## src/rtl/uart_rx_fifo.sv

```systemverilog
// uart_rx_fifo
// Receive-side byte buffer placed after uart_receiver. Every cycle i_RX_DONE
// is high one byte is pushed into a power-of-two circular FIFO. Bytes leave
// through a first-word-fall-through valid/ready port. When a byte arrives with
// the FIFO full and no pop in the same cycle, it is dropped. The drop raises a
// sticky overrun flag and bumps a saturating drop counter.
//
// Ports
//   i_CLK          clock, rising edge
//   i_RST_N        asynchronous active-low reset
//   i_RX_DONE      push strobe (level, one push per high cycle)
//   i_RX_DATA      byte to push
//   o_VALID        head entry available (== !o_EMPTY)
//   o_DATA         head entry, 0 when empty
//   i_READY        consumer takes head entry when o_VALID is high
//   o_COUNT        occupancy, 0..2^DEPTH_LOG2
//   o_EMPTY        o_COUNT == 0
//   o_FULL         o_COUNT == 2^DEPTH_LOG2
//   o_OVERRUN      sticky, set on a dropped byte
//   o_DROP_COUNT   saturating number of dropped bytes
//   i_CLR_OVERRUN  synchronous clear of o_OVERRUN / o_DROP_COUNT
module uart_rx_fifo #(
    parameter int DEPTH_LOG2 = 3,
    parameter int DATA_WIDTH = 8
) (
    input  logic                  i_CLK,
    input  logic                  i_RST_N,
    input  logic                  i_RX_DONE,
    input  logic [DATA_WIDTH-1:0] i_RX_DATA,
    output logic                  o_VALID,
    output logic [DATA_WIDTH-1:0] o_DATA,
    input  logic                  i_READY,
    output logic [DEPTH_LOG2:0]   o_COUNT,
    output logic                  o_EMPTY,
    output logic                  o_FULL,
    output logic                  o_OVERRUN,
    output logic [7:0]            o_DROP_COUNT,
    input  logic                  i_CLR_OVERRUN
);

    localparam int DEPTH = 1 << DEPTH_LOG2;
    localparam logic [DEPTH_LOG2:0] FULL_CNT = {1'b1, {DEPTH_LOG2{1'b0}}};

    logic [DATA_WIDTH-1:0] mem_q [DEPTH];

    logic [DEPTH_LOG2-1:0] wp_q, wp_d;
    logic [DEPTH_LOG2-1:0] rp_q, rp_d;
    logic [DEPTH_LOG2:0]   count_q, count_d;
    logic                  overrun_q, overrun_d;
    logic [7:0]            drop_q, drop_d;

    logic empty, full, pop, push_ok, drop;

    always_comb begin
        empty   = (count_q == '0);
        full    = (count_q == FULL_CNT);
        pop     = !empty && i_READY;
        // A pop in the same cycle frees a slot, so a full FIFO still accepts.
        push_ok = i_RX_DONE && (!full || pop);
        drop    = i_RX_DONE && full && !pop;

        wp_d = push_ok ? wp_q + 1'b1 : wp_q;
        rp_d = pop     ? rp_q + 1'b1 : rp_q;

        count_d = count_q;
        if (push_ok && !pop) begin
            count_d = count_q + 1'b1;
        end else if (pop && !push_ok) begin
            count_d = count_q - 1'b1;
        end

        // A drop in the clearing cycle is kept: the new event wins.
        overrun_d = overrun_q;
        drop_d    = drop_q;
        if (i_CLR_OVERRUN) begin
            overrun_d = 1'b0;
            drop_d    = 8'd0;
        end
        if (drop) begin
            overrun_d = 1'b1;
            if (i_CLR_OVERRUN) begin
                drop_d = 8'd1;
            end else if (drop_q != 8'hFF) begin
                drop_d = drop_q + 8'd1;
            end
        end
    end

    // Storage is not reset; the empty gate on o_DATA hides stale entries.
    always_ff @(posedge i_CLK) begin
        if (push_ok) begin
            mem_q[wp_q] <= i_RX_DATA;
        end
    end

    always_ff @(posedge i_CLK or negedge i_RST_N) begin
        if (!i_RST_N) begin
            wp_q      <= '0;
            rp_q      <= '0;
            count_q   <= '0;
            overrun_q <= 1'b0;
            drop_q    <= 8'd0;
        end else begin
            wp_q      <= wp_d;
            rp_q      <= rp_d;
            count_q   <= count_d;
            overrun_q <= overrun_d;
            drop_q    <= drop_d;
        end
    end

    assign o_VALID      = !empty;
    assign o_DATA       = empty ? '0 : mem_q[rp_q];
    assign o_COUNT      = count_q;
    assign o_EMPTY      = empty;
    assign o_FULL       = full;
    assign o_OVERRUN    = overrun_q;
    assign o_DROP_COUNT = drop_q;

endmodule
```

## config.mk

```make
export PLATFORM = sky130hd
export DESIGN_NAME = uart_rx_fifo
export DESIGN_NICKNAME = d
export VERILOG_FILES = /design/src/rtl/uart_rx_fifo.sv
export SDC_FILE = /design/constraint.sdc
export NUM_CORES = 1
export LEC_CHECK = 0
export BUFFER_PORTS_ARGS = -buffer_cell sky130_fd_sc_hd__buf_2
export CORE_MARGIN = 1
export CORE_UTILIZATION = 55
export CTS_BUF_LIST = sky130_fd_sc_hd__clkbuf_4 sky130_fd_sc_hd__clkbuf_8
export DETAILED_ROUTE_END_ITERATION = 12
export PLACE_DENSITY_LB_ADDON = 0.05
export SLEW_MARGIN = 10
export SYNTH_ARGS = -nofsm -noshare
export SYNTH_HDL_FRONTEND = slang
export SYNTH_SLANG_ARGS = --single-unit
```

## constraint.sdc

```tcl
create_clock -name i_CLK -period 2.5 [get_ports i_CLK]
set_input_delay 0.125 -clock i_CLK [delete_from_list [all_inputs] [get_ports i_CLK]]
set_output_delay 0.125 -clock i_CLK [all_outputs]
set_load 0.02 [all_outputs]
```

==> results.json <==
{
  "hold_viol": 0,
  "critical_path.max_stage_delay_ps": 460,
  "layout-drive-gt1-share_pct": 36.0,
  "post_synth.cell_area_avg_um2": 16.4,
  "async_reset_ff_share_pct": 22.9,
  "hold_path_depth": 2,
  "path_max_fanout": 6,
  "hold_path_class": "primary input to flip-flop",
  "drc": 0,
  "wl_per_cell_um": 17.5,
  "multi_input_area_mm2": 0.00110,
  "num_vias": 1987,
  "timing.fmax_ghz": 0.429,
  "end_kind": "flip-flop",
  "critical_path_cell_count": 10,
  "cts_tree": "built",
  "port_buffers": 36,
  "clock-root-buffer": "clkbuf_8",
  "critPathArrivalTime_ps": 2550,
  "fin_setup_tns_ps": 0,
  "p_leak_nw": 1.56,
  "cp_num_buf_inv": 2,
  "gr-total-overflow": 0,
  "peakVddDrop_v": 0.000660,
  "power_density_mw_per_mm2": 1100,
  "ant_nets": 0,
  "die_width_um": 82.2,
  "ff_latch_area_mm2": 0.00240,
  "dp.cells": 335,
  "setup_viol": 0,
  "rrSetupSlack_ps": 170,
  "busiest_layer": "met1",
  "htree_levels": 3,
  "crit_start": "o_COUNT[2]",
  "grt_pass1_vias": 1981,
  "reg2reg_depth": 10,
  "met1_usage_pct": 31.5,
  "dp_slack_ps": 82.7,
  "grt_max_degree": 20,
  "synth-main-ff-cell": "edfxtp_1",
  "gr-usage-met3_pct": 5.60,
  "netlist_instances": 216,
  "core_mm2": 0.00606,
  "cpMaxStageDelayCell": "dfrtp_2",
  "worst_slew_pin_slew_ps": 806,
  "syn_nets": 236,
  "met2_usage_pct": 30.8,
  "clock_latency_ps": 350,
  "crit_type": "flip-flop to flip-flop",
  "via_per_inst": 5.63,
  "status": "finished, final reports clean",
  "yosysUniqueCellTypes": 43,
  "dieArea_mm2": 0.00675,
  "globalRouteTotalUtil_pct": 21.9,
  "drv_cap": 0,
  "setup_ws_ps": 171,
  "initial_core_util_pct": 58.3,
  "cts.path.max_buffers": 2,
  "dp_hpwl_um": 4070,
  "clk_pin_slew_worst_paths_ps": 80,
  "drt-total-wl_um": 6190,
  "numCtsBuffers": 9,
  "crit_family": "compound AO/OA/AOI/OAI gates",
  "period_needed_ps": 2330,
  "clock-sinks": 83,
  "instances_no_fill": 353,
  "drv_slew": 0,
  "syn_area_mm2": 0.00353,
  "period_share_pct": 93.2,
  "gp_congestion": 0.789,
  "fp.dieH_um": 82.2,
  "first_iter_violations": 69,
  "grt_pass1_wl_um": 10100,
  "rows": 28,
  "cp-endpoint": "o_COUNT[3]",
  "n_antenna_cell": 0,
  "worst_setup_path_start_kind": "flip-flop",
  "synth_seq_cells": 83,
  "crit_path_cell_trace": "nor3b_4, nand2_1, nand2_1, inv_1, ha_1, inv_2, ha_1, a21o_1, a2111oi_2, o31ai_1",
  "nNetsFinal": 293,
  "synth_edf_count": 64,
  "fill_cells": 436,
  "synth-seq-area-share_pct": 67.8,
  "worstReg2RegStart": "o_COUNT[2]",
  "maxSlewHeadroom_pct": 46.3,
  "firstDrtPassIters": 5,
  "yosysWarnings": 0,
  "reg2reg_to": "o_COUNT[3]",
  "cp.required_ps": 2720,
  "area_delta_synth_final_pct": 16.7,
  "skew_ps": 9.36,
  "antenna_found_initial": 0,
  "pin_count": 37
}
metal layers:
layer / share of wire (%) / wire length, um
met5: 0 / 0
met4: 2.1 / 129
met3: 3.3 / 206
met2: 46 / 2830
met1: 49 / 3030
repair_timing:
item / in CTS / in global routing
gates resized for setup: 0 / 7
endpoints found under the hold margin: 19 / 0
hold buffers: 1 / 0
setup buffers: 0 / 1
endpoints found under the setup margin: 0 / 1
state kept, by name, summed over array words and instances (netlist names):
register and flops:
wp_q 3, o_OVERRUN 1, mem_q 64, rp_q 3
o_DROP_COUNT 8, o_COUNT 4
worst min-delay path by stage:
stage	from	endpoint	slack, ps
finish	i_CLR_OVERRUN	o_DROP_COUNT[5]	40
floorplan	i_RST_N	o_COUNT[0]	-170
detailed placement	i_RST_N	o_COUNT[0]	90
global placement	i_RST_N	o_COUNT[0]	100
global route	i_RX_DATA[0]	mem_q[1][0]	30
CTS	i_CLR_OVERRUN	o_DROP_COUNT[5]	10
per-stage QoR:
stage	util, %	power (W)	area [um2]	hold slack (ps)
after global routing	68.1	0.00485	4130	34.8
final	68.1	0.00455	4130	35.0
after detailed placement	64.3	0.00362	3900	90.9
after CTS	67.7	0.00456	4100	12.8
after floorplan	-	0.00311	3530	-171
after global placement	64.3	0.00359	3900	95.4
cell usage in the layout, fill, tap and decap left out, types with 9 or more instances in the layout:
master and instances:
nand2_1 15, nor3_1 10, edfxtp_1 64, mux2i_1 10, buf_4 17, buf_2 36
nor2_1 15, clkbuf_8 9, mux4_2 16, dfrtp_1 16
Yosys cell counts (3+ instances only):
cell type / instances / area (um2)
edfxtp_1: 64 / 1920
dfrtp_1: 19 / 475
mux4_2: 16 / 360
nand2_1: 15 / 56.3
nor2_1: 15 / 56.3
mux2i_1: 10 / 100
nor3_1: 10 / 50.1
a21oi_1: 6 / 30.0
ha_1: 6 / 75.1
o21ai_0: 5 / 25.0
xnor2_1: 5 / 43.8
clkbuf_1: 4 / 15.0
inv_1: 4 / 15.0
mux2_2: 3 / 33.8
report_power, final:
part / internal, W / switching (W)
Clock: 0.000474 / 0.000470
Combinational: 0.000764 / 0.000844
Sequential: 0.00174 / 0.000256
cells by family (layout without fill, tap and decap cells):
family | count (synthesis) | after routing | synth area share, %
flops | 83 | 83 | 67.8
simple gates | 57 | 57 | 8.43
xor+xnor | 6 | 6 | 1.49
mux | 29 | 29 | 14.0
fa+ha+maj | 7 | 7 | 2.69
compound gates | 21 | 21 | 4.00
buf+inv | 13 | 75 | 1.56
layout make-up:
| cell class | count | area share (%) |
|---|---|---|
| Multi-Input combinational cell | 120 | 26.6 |
| Tap cell | 75 | 2.27 |
| Timing Repair Buffer | 54 | 7.70 |
| Inverter | 5 | 0.455 |
| Sequential cell | 83 | 58.2 |
| Clock inverter | 6 | 1.58 |
| Clock buffer | 10 | 3.18 |
(Power assumes the default switching activity.)
